### src/rtl/dial_pkg.sv
// dial_pkg: shared types and constants for the dial spinner.
// FSM states, decoded commands, widths and the position step helper.
package dial_pkg;

  localparam int DIAL_POS_W = 4;
  localparam int DIAL_CNT_W = 8;

  typedef enum logic [1:0] {
    IDLE,
    RAMP,
    CRUISE
  } dial_state_e;

  typedef enum logic [1:0] {
    NONE,
    LEFT,
    RIGHT
  } dial_cmd_e;

  localparam logic [DIAL_POS_W-1:0] POS_ONE = 1;

  function automatic logic [DIAL_POS_W-1:0] pos_step(
    input logic [DIAL_POS_W-1:0] pos,
    input logic                  right
  );
    return right ? pos + POS_ONE : pos - POS_ONE;
  endfunction

endpackage

### src/rtl/dial_rate_ctr.sv
// dial_rate_ctr: ce-counted step timer with period halving.
// Ports: clk, rst_n, ce, load, clr, run, halve -> step_due, at_min.
module dial_rate_ctr
  import dial_pkg::*;
#(
  parameter int TICK_DIV = 16,
  parameter int MIN_DIV  = 4
) (
  input  logic clk,
  input  logic rst_n,
  input  logic ce,
  input  logic load,
  input  logic clr,
  input  logic run,
  input  logic halve,
  output logic step_due,
  output logic at_min
);

  localparam logic [DIAL_CNT_W-1:0] TICK_P = DIAL_CNT_W'(TICK_DIV);
  localparam logic [DIAL_CNT_W-1:0] MIN_P  = DIAL_CNT_W'(MIN_DIV);
  localparam logic [DIAL_CNT_W-1:0] ONE    = 1;

  logic [DIAL_CNT_W-1:0] count;
  logic [DIAL_CNT_W-1:0] period;
  logic [DIAL_CNT_W-1:0] half;

  always_comb begin
    half = period >> 1;
    if (half < MIN_P) half = MIN_P;
  end

  // Step is due when this ce completes the period;
  // the owner decides whether it is running.
  assign step_due = (count + ONE == period);
  assign at_min   = (half == MIN_P);

  always_ff @(posedge clk or negedge rst_n) begin
    if (!rst_n) begin
      count  <= '0;
      period <= TICK_P;
    end else if (ce) begin
      if (load) begin
        count  <= '0;
        period <= TICK_P;
      end else if (clr) begin
        count <= '0;
      end else if (run) begin
        if (step_due) begin
          count <= '0;
          if (halve) period <= half;
        end else begin
          count <= count + ONE;
        end
      end
    end
  end

endmodule

### src/rtl/dial_spinner.sv
// dial_spinner: accelerating rotary dial emulation from left/right levels.
// Ports: clk, RESET_N, ce, move_left, move_right -> dial_out {dir, pos[3:0]}.
// Acceleration is enabled by defining DIAL_SPINNER_ACCEL_EN.
module dial_spinner
  import dial_pkg::*;
#(
  parameter int TICK_DIV = 16,
  parameter int MIN_DIV  = 4
) (
  input  logic       clk,
  input  logic       RESET_N,
  input  logic       ce,
  input  logic       move_left,
  input  logic       move_right,
  output logic [4:0] dial_out
);

`ifdef DIAL_SPINNER_ACCEL_EN
  localparam bit ACCEL_EN = 1'b1;
`else
  localparam bit ACCEL_EN = 1'b0;
`endif

  dial_state_e           state, state_n;
  dial_cmd_e             cmd;
  logic [DIAL_POS_W-1:0] pos, pos_n;
  logic                  dir, dir_n;
  logic                  entry;
  logic                  load, clr, run, halve;
  logic                  step_due, at_min;

  always_comb begin
    cmd = NONE;
    unique case (1'b1)
      (move_right & ~move_left): cmd = RIGHT;
      (move_left & ~move_right): cmd = LEFT;
      default:                   cmd = NONE;
    endcase
  end

  always_comb begin
    state_n = state;
    pos_n   = pos;
    dir_n   = dir;
    load    = 1'b0;
    clr     = 1'b0;
    run     = 1'b0;
    halve   = 1'b0;
    // A reversal restarts motion exactly like a fresh entry.
    entry   = (cmd != NONE) &&
              ((state == IDLE) || ((cmd == RIGHT) != dir));
    if (ce) begin
      if (cmd == NONE) begin
        if (state != IDLE) begin
          clr     = 1'b1;
          state_n = IDLE;
        end
      end else if (entry) begin
        pos_n   = pos_step(pos, cmd == RIGHT);
        dir_n   = (cmd == RIGHT);
        load    = 1'b1;
        state_n = RAMP;
      end else begin
        run   = 1'b1;
        halve = ACCEL_EN && (state == RAMP);
        if (step_due) begin
          pos_n = pos_step(pos, dir);
          if (halve && at_min) state_n = CRUISE;
        end
      end
    end
  end

  always_ff @(posedge clk or negedge RESET_N) begin
    if (!RESET_N) begin
      state <= IDLE;
      pos   <= '0;
      dir   <= 1'b0;
    end else begin
      state <= state_n;
      pos   <= pos_n;
      dir   <= dir_n;
    end
  end

  assign dial_out = {dir, pos};

  dial_rate_ctr #(
    .TICK_DIV (TICK_DIV),
    .MIN_DIV  (MIN_DIV)
  ) u_rate (
    .clk      (clk),
    .rst_n    (RESET_N),
    .ce       (ce),
    .load     (load),
    .clr      (clr),
    .run      (run),
    .halve    (halve),
    .step_due (step_due),
    .at_min   (at_min)
  );

endmodule
### config.mk
export PLATFORM = sky130hd
export DESIGN_NAME = dial_spinner
export DESIGN_NICKNAME = d
export VERILOG_FILES = /design/src/rtl/dial_pkg.sv /design/src/rtl/dial_rate_ctr.sv /design/src/rtl/dial_spinner.sv
export SDC_FILE = /design/constraint.sdc
export NUM_CORES = 1
export LEC_CHECK = 0
export CORE_MARGIN = 10
export CORE_UTILIZATION = 53
export DETAILED_ROUTE_END_ITERATION = 16
export PLACE_DENSITY = 0.87
export SETUP_SLACK_MARGIN = 0.1
export SLEW_MARGIN = 20
export SYNTH_ARGS = -nofsm -noshare
export SYNTH_HDL_FRONTEND = slang
export SYNTH_SLANG_ARGS = --single-unit
### constraint.sdc
create_clock -name clk -period 2.9 [get_ports clk]
set_clock_uncertainty 0.1 [all_clocks]
set_input_delay 0.29 -clock clk [delete_from_list [all_inputs] [get_ports clk]]
set_output_delay 0.29 -clock clk [all_outputs]
set_load 0.03 [all_outputs]
==> results of run 1 <==
-- worst paths after layout --
check	slack [ps]	endpoint	cells past startpoint
setup / recovery	590	pos[2]	7
hold / removal	290	u_rate.count[6]	1
setup reg to reg	590	pos[2]	7
hold reg to reg	400	pos[3]	1
max in group asynchronous	2010	state[0]	1
min in group clk	400	pos[3]	1
-- through the flow --
stage / util (%) / hold slack, ps / power [mW]
6_report: 65.8 / 291 / 0.680
4_1_cts: 65.8 / 317 / 0.689
3_5_place_dp: 63.5 / 380 / 0.544
3_3_place_gp: 63.5 / 384 / 0.539
2_1_floorplan: - / -106 / 0.443
5_1_grt: 65.8 / 331 / 0.726
-- registers in the layout, summed over array words and instances (netlist names) --
signal        count
dir               1
pos               4
state             1
u_rate.count      8
-- area by class of cell --
cell class                 count  share of cell area (%)
clock buffer                   4                    3.58
sequential                    14                    34.5
inverter                       5                    1.85
multi-input combinational     70                    49.2
timing repair buffer           9                    8.88
tap                           16                    1.97
-- power by group through the flow --
stage                     Sequential [mW]  Clock (mW)  Combinational [mW]
after global routing                0.286       0.156               0.283
after floorplan                     0.330           0               0.113
after detailed placement            0.282           0               0.262
final                               0.278       0.144               0.258
after global placement              0.282           0               0.257
after CTS                           0.278       0.147               0.264
-- metal layers --
layer | vias to the layer above | wire length [um]
li1 | 346 | -
met1 | 325 | 791
met2 | 10 | 888
met3 | 2 | 96
met4 | 0 | 12
met5 | - | 0
-- kinds of logic (layout without fill, tap and decap cells) --
kind of cell    Yosys count  count (layout)  synth area share [%]
fa+ha+maj                 5               5                  7.14
simple gates             35              35                  22.4
mux                       3               3                  3.57
compound gates           19              19                  15.9
xor+xnor                  8               8                  8.00
buf+inv                   6              18                  3.00
flops                    14              14                  40.0
-- cell usage in the layout (no fill, tap or decap), drive strengths merged --
cell type      instances
dfrtp                 14
o21ai                 12
nand2                 11
clkdlybuf4s50          9
xnor2                  7
inv                    5
nor2                   5
ha                     5
nand3                  4
clkbuf                 4
and3                   4
nand2b                 2
mux2i                  2
nor2b                  1
and2                   1
nand4b                 1
nand4                  1
or4b                   1
or3                    1
a22oi                  1
and2b                  1
mux2                   1
o211ai                 1
or2b                   1
a211oi                 1
a21o                   1
a22o                   1
o31ai                  1
nor4b                  1
o221ai                 1
xor2                   1
==> results.md, run 1 <==
- Chip Width: 60.7 um
- Fraction of registers with async set/reset: 100%
- Max Cap Viol: 0
- P_int: between 0.4 and 0.5 mW
- CTS sink count: 14
- Commonest cells post-synth: dfrtp_1 (14), nand2_1 (11), o21ai_0 (10)
- Fin crit period: 2310 ps
- Post-synth top flop: dfrtp_1
- Final net count: 113
- GRT Total Usage: a little under an eighth
- Seq pwr share: 40.9%
- Fillers: between 100 and 150
- Met2 GRT Util: 18.8%
- DR vias: 683
- Setup TNS Final: 0 ps
- Critical Path, Cell by Cell: ha_1 > and3_1 > and3_4 > or3_1 > a22oi_4 > o211ai_1 > xnor2_1
- Final setup margin: 594 ps
- Post-Syn Instances: 90
- CP required: 2970 ps
- GRT met3 Usage: 4.38%
- Register area share after synthesis: 40.0%
- Ant. Diodes: 0
- Warnings, synthesis: 0
- Mapped Area: 876 sq um
- Net Switching: ~0.25 mW
- Wirelength per Cell: about 15 um
- FF+latch count, synth: 14
- Seq. cell area: 350 sq um
- Final period util: 79.5%
- Slew Viols, Final: 0
- Post-cts resize count: 0
- DRT Pass-1 Iters: 6
- Die ar.: 0.00368 sq mm
- Initial core utilization: 56.8%
- Vias in the first global route: 726
- CTS tree: built
- Final setup viols: 0
- Worst Path Max Fanout: 7
- Top-count cell post-synth: dfrtp_1
- H-tree lvl count: 1
- Area delta synth->final: 15.9%
- Worst stage delay on the critical path: around 460 ps
- Non-filler instance count after layout: 118
- Remaining routing DRC violations: 0
- Family with the most delay on the worst path: simple AND/OR/NAND/NOR gates
- Peak VDD IR: 462 uV
- Multi-input gate area: 499 sq um
- Buffer depth of the longest clock path: 2
- Final instance area: 0.00101 sq mm
- Critical Path AT: 2380 ps
- Netlist cell types: 34
- Worst setup SP type: register
- Combinational share of power: 37.9%
- Slew HR: 58.0%
- Worst skew pair latency: 280 ps
- Worst R2R Start: u_rate.count[0]
- Via-to-Cell Ratio: 5.79
- Max Fclk: 434 MHz
- Core area: around 0.0015 sq mm
- Crit path buffers/inverters: 0
- Grt ovf: 0
- # IOs: 10
- Fraction of layout cells with a size suffix above 1: 11.8%
- Hold Path Class: in2async
- Crit-path slowest cell: dfrtp_1
- First-pass GRT wire length: roughly 3300 um
- RSZ-0062 raised after global routing: false
- Area share of the largest cell type after synthesis: about two fifths
- Outcome: finished, final reports clean
- DP HPWL: 1370 um
- Leakage: 0.459 nW
- Worst setup EP type: register
- # hold bufs at CTS: 0
- Antenna violations before repair: 0
- Number of synthesized flops with an enable pin: 0
- Setup Crit Path Kind: reg2reg
- Post-synthesis cell type with the largest combined area: dfrtp_1
- Post-Route WL: 1790 um
- Pwr dens: 670 mW/mm^2
- Site Rows: 14
- Clock power share: 21.2%
- Mean Syn Cell Area: 9.73 sq um
- Die Y: slightly above 60 um
- GRT busiest layer: met2
- Top cells by area, synth: dfrtp_1 (40%), ha_1 (7.1%), xnor2_1 (7.0%)
- Worst-Margin Slew: roughly 630 ps
- ANT nets after route: 0
- Largest net degree at the start of global routing: 15
- CP startpoint: u_rate.count[0]
- Root Buffer: clkbuf_4
- Switching share of power: between 30% and 40%
- Endpoints failing hold: 0
- Post-CTS Setup Inserts: 0
- Initial DRC Count: 19
- DP Worst Slack: about 560 ps
- Synthesized Nets: 100
- Routability cong.: 0.860
- Port bufs: 9
- Post-Place Cells: between 100 and 150
- Placed cell areas: 978 sq um
- Total clock buffers created by CTS: 3
- Clock transition at path regs: 90 ps
- Met1 Use GR: a little over an eighth
No activity file was read; power rests on OpenSTA's default activity.
==> inputs of run 2 (changes only) <==
--- a/config.mk
+++ b/config.mk
@@ -6,9 +6,9 @@
 export NUM_CORES = 1
 export LEC_CHECK = 0
 export CORE_MARGIN = 10
-export CORE_UTILIZATION = 53
+export CORE_UTILIZATION = 48
 export DETAILED_ROUTE_END_ITERATION = 16
-export PLACE_DENSITY = 0.87
+export PLACE_DENSITY = 0.84
 export SETUP_SLACK_MARGIN = 0.1
 export SLEW_MARGIN = 20
 export SYNTH_ARGS = -nofsm -noshare
==> constraint.sdc (replaced) <==
create_clock -name clk -period 2.1 [get_ports clk]
set_clock_uncertainty 0.1 [all_clocks]
set_input_delay 0.21 -clock clk [delete_from_list [all_inputs] [get_ports clk]]
set_output_delay 0.21 -clock clk [all_outputs]
set_load 0.03 [all_outputs]
==> run 2 against run 1 <==
Compared with the run above:
- die area grew 6.9%
- maximum frequency grew 12%
- core utilization grew 0.40 points
- clock power is essentially flat
- first-iteration DRC count shrank 68%
- worst setup slack lost 560 ps
- final cell count grew 17%
- sequential cell count is the same
- critical path type unchanged
==> results.md, run 2 (synthesis gave the netlist of run 1 again) <==
- Post-Route WL: 2020 um
- Buffer depth of the longest clock path: 2
- Root Buffer: clkbuf_4
- Outcome: finished, final reports clean
- Antenna violations before repair: 0
- Clock transition at path regs: 80 ps
- ANT nets after route: 0
- Die ar.: 0.00393 sq mm
- CTS tree: built
- Port bufs: 9
- Peak VDD IR: between 600 and 700 uV
- Die Y: 62.7 um
- Worst skew pair latency: 270 ps
- Commonest non-fill, non-tap cell in the layout: dfrtp_1
- Commonest cells after routing, fill and taps aside: dfrtp_1 (14), nand2_1 (11), buf_4 (11)
- Worst-Margin Slew: 653 ps
- Crit-path slowest cell: dfrtp_1
- Top flop regs: u_rate.count (8), pos (4)
- Final net count: approximately 130
- GRT Total Usage: 10.3%
- CTS sink count: 14
- Largest net degree at the start of global routing: 15
- Final period util: 98.2%
- Pwr dens: 812 mW/mm^2
- Initial core utilization: 50.7%
- First-pass GRT wire length: about 3300 um
- DR vias: 754
- Setup TNS Final: 0 ps
- Grt ovf: 0
- Site Rows: 15
- DP Worst Slack: -84.3 ps
- Chip Width: 62.7 um
- Critical Path AT: 2120 ps
- Total clock buffers created by CTS: 3
- Tot Pwr: 0.928 mW
- Cell mode on critical path: and3_4
- Worst Path Max Fanout: 5
- Initial DRC Count: 6
- Vias in the first global route: 740
- Worst setup SP type: register
- Max reg flops: 8
- Via-to-Cell Ratio: 5.46
- Hold Path Class: in2async
- Endpoints failing hold: 0
- Fin crit period: 2060 ps
- Area delta synth->final: 30.6%
- DP HPWL: between 1000 and 1500 um
- DRT Pass-1 Iters: 2
- Critical Path, Cell by Cell: ha_2 > and3_4 > and3_4 > or3_4 > a22oi_4 > o211ai_1 > xnor2_1
- Setup Crit Path Kind: reg2reg
- Final setup viols: 0
- CP required: 2150 ps
- Slew Viols, Final: 0
- Max Fclk: 485 MHz
- Ant. Diodes: 0
- Final setup margin: 36.9 ps
- Wirelength per Cell: 14.6 um
- Remaining routing DRC violations: 0
- Slew HR: 56.3%
- Leakage: 0.510 nW
- # IOs: 10
- Max Cap Viol: 0
- Core area: 0.00173 sq mm
- Most flop-heavy register: u_rate.count
- Routability cong.: 0.756
- H-tree lvl count: 1
- Worst stage delay on the critical path: 410 ps
- Worst setup EP type: register
- RSZ-0062 raised after global routing: true
- Fraction of layout cells with a size suffix above 1: about 26%
run 2: cell types whose count changed in the layout (fill, tap and decap cells not counted), sizes merged:
| cell | change |
|---|---|
| buf | +12 |
| clkbuf | -1 |
run 2: timing repair:
| action | CTS | global route |
|---|---|---|
| setup endpoints to repair | 5 | 6 |
| setup buffers | 4 | 2 |
| hold buffers | 0 | 0 |
| gates resized for setup | 2 | 6 |
| hold endpoints to repair | 0 | 0 |
| pin swaps | 5 | 4 |
run 2: worst paths after layout:
check / endpoint / slack (ps) / depth (start not counted) / startpoint
max: pos[2] / 40 / 7 / u_rate.count[0]
max reg2reg: pos[2] / 40 / 7 / u_rate.count[0]
min in group clk: pos[3] / 390 / 1 / pos[3]
min: u_rate.count[2] / 230 / 1 / RESET_N
max in group asynchronous: pos[0] / 1250 / 1 / RESET_N
min reg2reg: pos[3] / 390 / 1 / pos[3]
run 2: report_power, final:
part           internal, mW  switching (mW)
clock network        0.0663          0.0780
logic                 0.188           0.210
registers             0.319          0.0663
run 2: final cells by class:
type | count | area (sq um)
Fill cell | 159 | 583
Tap cell | 25 | 31.3
Clock buffer | 3 | 22.5
Timing Repair Buffer | 21 | 184
Multi-Input combinational cell | 70 | 537
Inverter | 5 | 18.8
Sequential cell | 14 | 350
run 2: routing by layer:
| layer | wire length [um] | track usage, % |
|---|---|---|
| met1 | 822 | 10.4 |
| met4 | 24 | 4.75 |
| met5 | 0 | 0 |
| met2 | 1090 | 18.2 |
| met3 | 79 | 3.76 |
run 2: stage by stage:
stage	utilization, %	instances	hold slack [ps]	instance area (sq um)
2_1_floorplan	-	90	-186	883
3_3_place_gp	60.4	129	381	1040
3_5_place_dp	60.4	129	386	1040
4_1_cts	63.8	136	251	1100
5_1_grt	66.2	138	269	1140
6_report	66.2	138	232	1140
run 2: worst max-delay path: cells and delay by family, from the launching register on:
| kind | cells | cell delay, ps |
|---|---|---|
| fa+ha+maj | 1 | 210 |
| xor+xnor | 1 | 150 |
| flops | 1 | 410 |
| simple gates | 3 | 680 |
| compound gates | 2 | 390 |
